--- config.mk ---
export PLATFORM = sky130hd
export DESIGN_NAME = rgb_pwm_flat
export DESIGN_NICKNAME = d
export VERILOG_FILES = /design/src/rtl/rgb_pkg.sv /design/src/rtl/rgb_pwm_if.sv /design/src/rtl/pwm_channel.sv /design/src/rtl/rgb_pwm.sv /design/src/flat_wrapper.sv
export SDC_FILE = /design/constraint.sdc
export NUM_CORES = 1
export LEC_CHECK = 0
export ABC_AREA = 1
export BUFFER_PORTS_ARGS = -buffer_cell sky130_fd_sc_hd__buf_4
export CORE_UTILIZATION = 50
export DETAILED_ROUTE_END_ITERATION = 10
export GPL_ROUTABILITY_DRIVEN = 0
export HOLD_SLACK_MARGIN = 0.06
export PLACE_DENSITY = 0.71
export SETUP_SLACK_MARGIN = 0.15
export SLEW_MARGIN = 15
export SYNTH_ARGS = -nofsm -noshare
export SYNTH_HDL_FRONTEND = slang
export SYNTH_SLANG_ARGS = --single-unit
--- constraint.sdc ---
create_clock -name clk -period 2 [get_ports clk]
set_input_delay 0 -clock clk [delete_from_list [all_inputs] [get_ports clk]]
set_output_delay 0 -clock clk [all_outputs]
set_load 0.01 [all_outputs]
--- src/rtl/rgb_pkg.sv ---
// Shared definitions for the RGB PWM driver: channel indices, default
// resolution and the input buffer state encoding.
package rgb_pkg;

   localparam int R = 0;
   localparam int G = 1;
   localparam int B = 2;

   localparam int DEF_WIDTH = 8;

   typedef enum logic {
      EMPTY = 1'b0,
      FULL  = 1'b1
   } buf_state_e;

endpackage

--- src/rtl/rgb_pwm_if.sv ---
// Duty-triple handshake between the colour/pattern logic and rgb_pwm.
interface rgb_pwm_if #(
   parameter int WIDTH = 8
);
   logic             in_valid;
   logic             in_ready;
   logic [WIDTH-1:0] in_r;
   logic [WIDTH-1:0] in_g;
   logic [WIDTH-1:0] in_b;

   modport master (
      output in_valid,
      output in_r,
      output in_g,
      output in_b,
      input  in_ready
   );

   modport slave (
      input  in_valid,
      input  in_r,
      input  in_g,
      input  in_b,
      output in_ready
   );
endinterface

--- src/rtl/pwm_channel.sv ---
// One PWM channel: active duty register, comparator against the shared
// phase and the polarity-adjusted pin flop.
module pwm_channel
   import rgb_pkg::*;
#(
   parameter int WIDTH      = DEF_WIDTH,
   parameter bit ACTIVE_LOW = 1'b1
) (
   input  logic             clk,
   input  logic             reset,
   input  logic             enable,
   input  logic             load,
   input  logic [WIDTH-1:0] duty_next,
   input  logic [WIDTH-1:0] phase,
   output logic             pin
);

   logic [WIDTH-1:0] active_r;
   logic             lit_s;
   logic             pin_r;

   // Lit while the shared phase is below this channel's duty.
   always_comb begin
      lit_s = 1'b0;
      if (enable && (phase < active_r)) begin
         lit_s = 1'b1;
      end else begin
         lit_s = 1'b0;
      end
   end

   // Active duty register, reloaded from the pending buffer on load.
   always_ff @(posedge clk or negedge reset) begin
      if (!reset) begin
         active_r <= {WIDTH{1'b0}};
      end else if (load) begin
         active_r <= duty_next;
      end
   end

   // Registered pin drive with polarity applied.
   always_ff @(posedge clk or negedge reset) begin
      if (!reset) begin
         pin_r <= ACTIVE_LOW;
      end else begin
         pin_r <= lit_s ^ ACTIVE_LOW;
      end
   end

   assign pin = pin_r;

endmodule

--- src/rtl/rgb_pwm.sv ---
// Three-channel PWM LED driver with a double-buffered duty triple that is
// applied only at period boundaries so colour changes never glitch.
module rgb_pwm
   import rgb_pkg::*;
#(
   parameter int WIDTH      = DEF_WIDTH,
   parameter int PRESCALE   = 16,
   parameter bit ACTIVE_LOW = 1'b1
) (
   input  logic    clk,
   input  logic    reset,
   input  logic    enable,
   rgb_pwm_if.slave bus,
   output logic    red,
   output logic    green,
   output logic    blue,
   output logic    period_start
);

   localparam int               PW         = (PRESCALE > 1) ? $clog2(PRESCALE) : 1;
   localparam logic [PW-1:0]    PRESC_LAST = PW'(PRESCALE - 1);
   localparam logic [PW-1:0]    PRESC_ONE  = {{(PW-1){1'b0}}, 1'b1};
   localparam logic [WIDTH-1:0] PHASE_LAST = {WIDTH{1'b1}};
   localparam logic [WIDTH-1:0] PHASE_ONE  = {{(WIDTH-1){1'b0}}, 1'b1};

   logic [PW-1:0]    presc_r;
   logic [WIDTH-1:0] phase_r;
   buf_state_e       state_r;
   logic [WIDTH-1:0] pending_r [3];
   logic             period_start_r;
   logic             step_s;
   logic             boundary_s;
   logic             load_s;
   logic [2:0]       pin_s;

   // Step and boundary strobes, plus the pending-to-active load strobe.
   always_comb begin
      step_s     = 1'b0;
      boundary_s = 1'b0;
      load_s     = 1'b0;
      if (enable && (presc_r == PRESC_LAST)) begin
         step_s = 1'b1;
      end else begin
         step_s = 1'b0;
      end
      if (step_s && (phase_r == PHASE_LAST)) begin
         boundary_s = 1'b1;
      end else begin
         boundary_s = 1'b0;
      end
      if ((state_r == FULL) && (boundary_s || !enable)) begin
         load_s = 1'b1;
      end else begin
         load_s = 1'b0;
      end
   end

   // Prescaler: counts clocks per PWM step, held at zero while disabled.
   always_ff @(posedge clk or negedge reset) begin
      if (!reset) begin
         presc_r <= {PW{1'b0}};
      end else if (!enable || (presc_r == PRESC_LAST)) begin
         presc_r <= {PW{1'b0}};
      end else begin
         presc_r <= presc_r + PRESC_ONE;
      end
   end

   // Phase counter: wraps modulo 2^WIDTH, restarts from zero on re-enable.
   always_ff @(posedge clk or negedge reset) begin
      if (!reset) begin
         phase_r <= {WIDTH{1'b0}};
      end else if (!enable) begin
         phase_r <= {WIDTH{1'b0}};
      end else if (step_s) begin
         phase_r <= phase_r + PHASE_ONE;
      end
   end

   // Buffer FSM: EMPTY accepts a triple, FULL drains at a boundary or while disabled.
   always_ff @(posedge clk or negedge reset) begin
      if (!reset) begin
         state_r   <= EMPTY;
         pending_r <= '{default: {WIDTH{1'b0}}};
      end else begin
         case (state_r)
            EMPTY: begin
               if (bus.in_valid) begin
                  state_r      <= FULL;
                  pending_r[R] <= bus.in_r;
                  pending_r[G] <= bus.in_g;
                  pending_r[B] <= bus.in_b;
               end
            end
            FULL: begin
               if (boundary_s || !enable) begin
                  state_r <= EMPTY;
               end
            end
            default: begin
               state_r <= EMPTY;
            end
         endcase
      end
   end

   // Period start pulse, one cycle after the first enabled cycle of a period.
   always_ff @(posedge clk or negedge reset) begin
      if (!reset) begin
         period_start_r <= 1'b0;
      end else begin
         period_start_r <= enable && (presc_r == {PW{1'b0}}) && (phase_r == {WIDTH{1'b0}});
      end
   end

   assign bus.in_ready = (state_r == EMPTY);
   assign period_start = period_start_r;

   for (genvar c = 0; c < 3; c++) begin : g_ch
      pwm_channel #(
         .WIDTH      (WIDTH),
         .ACTIVE_LOW (ACTIVE_LOW)
      ) u_ch (
         .clk       (clk),
         .reset     (reset),
         .enable    (enable),
         .load      (load_s),
         .duty_next (pending_r[c]),
         .phase     (phase_r),
         .pin       (pin_s[c])
      );
   end

   assign red   = pin_s[R];
   assign green = pin_s[G];
   assign blue  = pin_s[B];

endmodule

--- src/flat_wrapper.sv ---
// flat-port wrapper written by rule: the top's interface ports become plain ports
module rgb_pwm_flat import rgb_pkg::*;
#(
   parameter int WIDTH      = DEF_WIDTH,
   parameter int PRESCALE   = 16,
   parameter bit ACTIVE_LOW = 1'b1
)
  (clk, reset, enable, red, green, blue, period_start, bus_in_valid, bus_in_r, bus_in_g, bus_in_b, bus_in_ready);
  rgb_pwm_if #(.WIDTH(WIDTH)) bus_i ();
  input  logic clk;
  input  logic reset;
  input  logic enable;
  output logic red;
  output logic green;
  output logic blue;
  output logic period_start;
  input wire logic [$bits(bus_i.in_valid)-1:0] bus_in_valid;
  input wire logic [$bits(bus_i.in_r)-1:0] bus_in_r;
  input wire logic [$bits(bus_i.in_g)-1:0] bus_in_g;
  input wire logic [$bits(bus_i.in_b)-1:0] bus_in_b;
  output wire logic [$bits(bus_i.in_ready)-1:0] bus_in_ready;
  assign bus_i.in_valid = bus_in_valid;
  assign bus_i.in_r = bus_in_r;
  assign bus_i.in_g = bus_in_g;
  assign bus_i.in_b = bus_in_b;
  assign bus_in_ready = bus_i.in_ready;
  rgb_pwm #(.WIDTH(WIDTH), .PRESCALE(PRESCALE), .ACTIVE_LOW(ACTIVE_LOW)) u_core (.clk(clk), .reset(reset), .enable(enable), .bus(bus_i), .red(red), .green(green), .blue(blue), .period_start(period_start));
endmodule
=== Word level (Yosys, flattened, before mapping) ===
Index checks and enable logic that the tools add are counted.

* Register bits: 65
* Latch bits: 0
* Input bits: 28
* Memories: 0
* Output and inout port bits: 5
* Memory bits (writable): 0
* ROM bits: 0
* Word-level logic and storage cells: 51

* Divide/modulo/power cells: 0
* Reduce and logical (&&, ||, !) cells: 14
* Add/subtract/negate cells: 2
* Eq/ne operators: 3
* Multiply operators: 0
* Shift operators: 0
* Bitwise logic cells: 4
* Muxes and demuxes: 12
* $lt $le $gt $ge: 3

{| class="wikitable"
|+ Operator list
! cell !! number
|-
| $lt A8 B8 Y1 || 3
|-
| $mux W8 || 2
|-
| $add A8 B1 Y8 const B || 1
|-
| $eq A8 B8 Y1 const B || 1
|-
| $logic_and A1 B1 Y1 || 8
|-
| $logic_not A8 Y1 || 1
|-
| $mux W1 || 8
|-
| $add A4 B1 Y4 const B || 1
|-
| $eq A4 B4 Y1 const B || 1
|-
| $logic_not A4 Y1 || 1
|-
| $mux W4 || 1
|-
| $not A1 Y1 || 4
|-
| $logic_or A1 B1 Y1 || 2
|-
| $ne A2 B1 Y1 const B || 1
|-
| $pmux W1 S2 || 1
|-
| $reduce_and A2 Y1 || 1
|-
| $logic_not A1 Y1 || 1
|}

=== Logic depth before layout (Yosys ltp) ===
* Depth after elaboration: 8
* Depth in mapped cells: 9
* Gate-level depth less buffers: 8

=== Modules after synthesis ===
From an unflattened synthesis, not the netlist that was laid out.

* Cells, all modules: 319
* Area total of the unflattened synthesis: 3,223.1 sq um

{| class="wikitable"
|+ By module, submodules not included
! module !! cells an instance !! area an instance (sq um) !! times used !! seq. area each (sq um)
|-
| rgb_pwm || 142 || 1,706.6 || 1 || 950.9
|-
| pwm_channel || 59 || 505.5 || 3 || 226.5
|}

=== Worst setup path before layout ===
OpenSTA, ideal clock, no wires.

* Path kind: register to register
* From: register u_core.phase_r[1]
* To: register u_core.g_ch[0].u_ch.active_r[0]
* Slack: 0.568 ns
* Setup time: 0.116 ns
* Required time: 1.884 ns
* Cell stages (with the launch flop): 10
* Period minus slack after synthesis: 1.432 ns
* Arrival time: 1.316 ns
* Buffers on the path: 1
* Cells stage by stage: dfrtp_1 > ha_1 > nand2_1 > nor2_1 > nand3_2 > nand2_4 > nand2_4 > buf_6 > nand2_1 > nand2_1

* Cells in the longest elaborated chain, start to end: 6

{| class="wikitable"
|+ RTL lines
! what !! line !! RTL
|-
| from (decl) || rgb_pwm.sv:27 || <nowiki>logic [WIDTH-1:0] phase_r;</nowiki>
|-
| from (signal assigned) || rgb_pwm.sv:72 || <nowiki>phase_r <= {WIDTH{1'b0}};</nowiki>
|-
| from (signal assigned) || rgb_pwm.sv:74 || <nowiki>phase_r <= {WIDTH{1'b0}};</nowiki>
|-
| from (signal assigned) || rgb_pwm.sv:76 || <nowiki>phase_r <= phase_r + PHASE_ONE;</nowiki>
|-
| $eq A8 B8 Y1 || rgb_pwm.sv:46 || <nowiki>if (step_s && (phase_r == PHASE_LAST)) begin</nowiki>
|-
| $logic_and A1 B1 Y1 || rgb_pwm.sv:46 ||
|-
| $mux W1 || rgb_pwm.sv:46 ||
|-
| $logic_or A1 B1 Y1 || rgb_pwm.sv:51 || <nowiki>if ((state_r == FULL) && (boundary_s || !enable)) begin</nowiki>
|-
| $logic_and A1 B1 Y1 || rgb_pwm.sv:51 ||
|-
| $mux W1 || rgb_pwm.sv:51 ||
|-
| to (signal assigned) || pwm_channel.sv:35 || <nowiki>active_r <= {WIDTH{1'b0}};</nowiki>
|-
| to (signal assigned) || pwm_channel.sv:37 || <nowiki>active_r <= duty_next;</nowiki>
|-
| to (decl) || pwm_channel.sv:18 || <nowiki>logic [WIDTH-1:0] active_r;</nowiki>
|}

Every way passes these cells.
A chain may end at the register's enable or synchronous reset.

=== Final worst setup path ===
Ends and elaborated chain as after synthesis.

==> results.json <==
{
  "finalWirelength_um": 6040,
  "setup_viol_count_final": 0,
  "setup_slack_ps": 287,
  "min_path_type": "in -> reg",
  "antenna_found_initial": 0,
  "endpoint_kind": "register",
  "grt_setup_unrepaired": "no",
  "cp_max_fo": 25,
  "max_cap_viol_count": 0,
  "grt_pass1_wl_um": 10400,
  "grt_remaining_overflow": 0,
  "portBuffers": 32,
  "p_leak_uw": 0.00201,
  "syn_area_sq_mm": 0.00325,
  "max_freq_ghz": 0.584,
  "vdd_drop_max_mv": 0.484,
  "cts_buffers": 9,
  "die_w_um": 82.6,
  "area_growth_pct": 22.3,
  "die_h_um": 82.6,
  "grt_usage_pct": 21.1,
  "cts.clk_slew.worst_paths_ps": 60,
  "ios": 33,
  "mappedNetlistNets": 397,
  "path_class": "reg -> reg",
  "ys_seq_area_share_pct": 50.2,
  "cts_tree": "yes",
  "critPathLaunchType": "register",
  "cts_resized": 0,
  "dr_total_vias": 2429,
  "yosys_warnings": 0,
  "tns_ps": 0,
  "drt_iter0_drc": 116,
  "ant_nets": 0,
  "clock-sinks": 65,
  "clock_latency_ps": 350,
  "grt_start_max_net_pins": 66,
  "grt_pass1_vias": 2341,
  "fp.coreArea_sq_mm": 0.00610,
  "nets": 458,
  "slew_headroom_pct": 47.5,
  "status": "complete, no violations",
  "final_layout_size_suffix_gt1_share_pct": 19.5,
  "hpwlAfterDp_um": 4080,
  "drc": 0,
  "syn_avg_cell_area_sq_um": 9.43,
  "cp.arrival_ps": 1990,
  "clk_path_buf_depth": 2,
  "die_area_sq_mm": 0.00682,
  "h-tree-depth": 3,
  "cts_root_buffer": "clkbuf_8",
  "place_ws_ps": 305,
  "timing.final.max_slew_violations": 0,
  "vias_per_cell": 5.01,
  "required_ps": 2280,
  "finClkSkew_ps": 5.49,
  "wire_per_inst_um": 12.5,
  "min_period_over_period_pct": 85.6,
  "antennaDiodeCount": 0,
  "yosysUniqueCellTypes": 25,
  "firstDrtPassIters": 4,
  "tightest_slew_ps": 787,
  "hold_viol_final": 0,
  "row_count": 28,
  "post-route-min-period_ps": 1710,
  "synthCells": 344,
  "initial_core_util_pct": 53.2,
  "ys_ff_latch": 65,
  "powerDensity_mw_per_mm2": 910
}
-- cells by family after synthesis --
kind of cell / after synthesis / share of synthesized area, %
multiplexers: 24 / 8.33
AND/OR/NAND/NOR: 167 / 22.7
XOR/XNOR: 1 / 0.270
adder cells (fa/ha/maj): 25 / 9.64
buffers and inverters: 48 / 6.71
AO/OA/AOI/OAI: 14 / 2.16
flip-flops: 65 / 50.2
-- flip-flops by register name, indices dropped and copies added (netlist names) --
signal                     flops
u_core.g_ch.u_ch.pin           3
u_core.period_start            1
u_core.pending_r              24
u_core.phase_r                 8
u_core.state_r                 1
u_core.presc_r                 4
u_core.g_ch.u_ch.active_r     24
-- layer usage --
layer	GRT usage, %	share of wire, %	vias up
met5	0	0	-
met4	8.97	1.8	0
met3	5.82	2.9	13
met2	36.2	49	34
met1	24.7	47	1145
li1	-	-	1237
-- cells in the final DEF, fill, tap and decap left out, types with 8 or more instances in the layout --
cell / count
a21oi_1: 8
buf_4: 34
clkbuf_8: 10
dfrtp_1: 62
dlygate4sd3_1: 26
ha_1: 25
inv_1: 37
mux2_2: 24
nand2_1: 91
nand3_1: 38
nor2_1: 20
-- power breakdown --
group	switching [uW]	internal, uW
combinational	400	374
clock	473	607
sequential	153	1600
total	1030	2580
-- synthesized netlist by cell type --
master,n,area (sq um)
nand2_1,91,342
dfrtp_1,62,1550
nand3_1,38,190
inv_1,37,139
ha_1,25,313
mux2_2,24,270
nor2_1,20,75.1
a21oi_1,8,40.0
o21ai_0,6,30.0
nand4_1,4,25.0
and3_1,3,18.8
buf_2,3,15.0
buf_4,3,22.5
buf_6,3,33.8
dfstp_2,3,78.8
nand2_2,2,12.5
nand2_4,2,22.5
nor3_1,2,10.0
nor4_1,2,12.5
and2_1,1,6.26
clkbuf_1,1,3.75
clkinv_1,1,3.75
nand3_2,1,10.0
nor2_4,1,11.3
xor2_1,1,8.76
-- per-stage QoR --
| stage | utilization (%) | cell area [sq um] | total power, uW | hold WS [ps] | instances |
|---|---|---|---|---|---|
| floorplan | - | 3250 | 2300 | -296 | 344 |
| global placement | 57.7 | 3520 | 2480 | 135 | 443 |
| detailed placement | 57.7 | 3520 | 2520 | 141 | 443 |
| CTS | 65.1 | 3970 | 3650 | 280 | 485 |
| global route | 65.1 | 3970 | 3850 | 347 | 485 |
| finish | 65.1 | 3970 | 3610 | 283 | 485 |
-- timing repair --
item | CTS | global route
endpoints found under the hold margin | 95 | 0
setup buffers | 0 | 0
hold buffers | 26 | 0
-- path summary, 6_finish.rpt --
check                                                startpoint                              end  slack, ps  cells after the start
worst max-delay path                          u_core.phase_r[1]  u_core.g_ch[0].u_ch.active_r[0]        290                      8
worst min-delay path                               bus_in_valid                   u_core.state_r        280                      3
worst max register to register                u_core.phase_r[1]  u_core.g_ch[0].u_ch.active_r[0]        290                      8
worst min register to register  u_core.g_ch[2].u_ch.active_r[4]  u_core.g_ch[2].u_ch.active_r[4]        470                      2
max in group asynchronous                                 reset              u_core.pending_r[9]       1200                      2
min in group asynchronous                                 reset              u_core.pending_r[5]        290                      2
-- critical path: stages (launching register included) --
cell,delay [ps]
dfrtp_1,430
ha_1,230
nand2_1,70
nor2_1,210
nand3_2,130
nand2_4,80
buf_4,260
nand3_1,130
nand2_1,100
-- final cells by class --
cell class / count / area [sq um]
Fill cell: 520 / 2130
Sequential cell: 65 / 1630
Multi-Input combinational cell: 231 / 1400
Timing Repair Buffer: 60 / 515
Clock buffer: 13 / 149
Inverter: 38 / 143
Tap cell: 75 / 93.8
Clock inverter: 3 / 40.0
(Power assumes the default switching activity.)
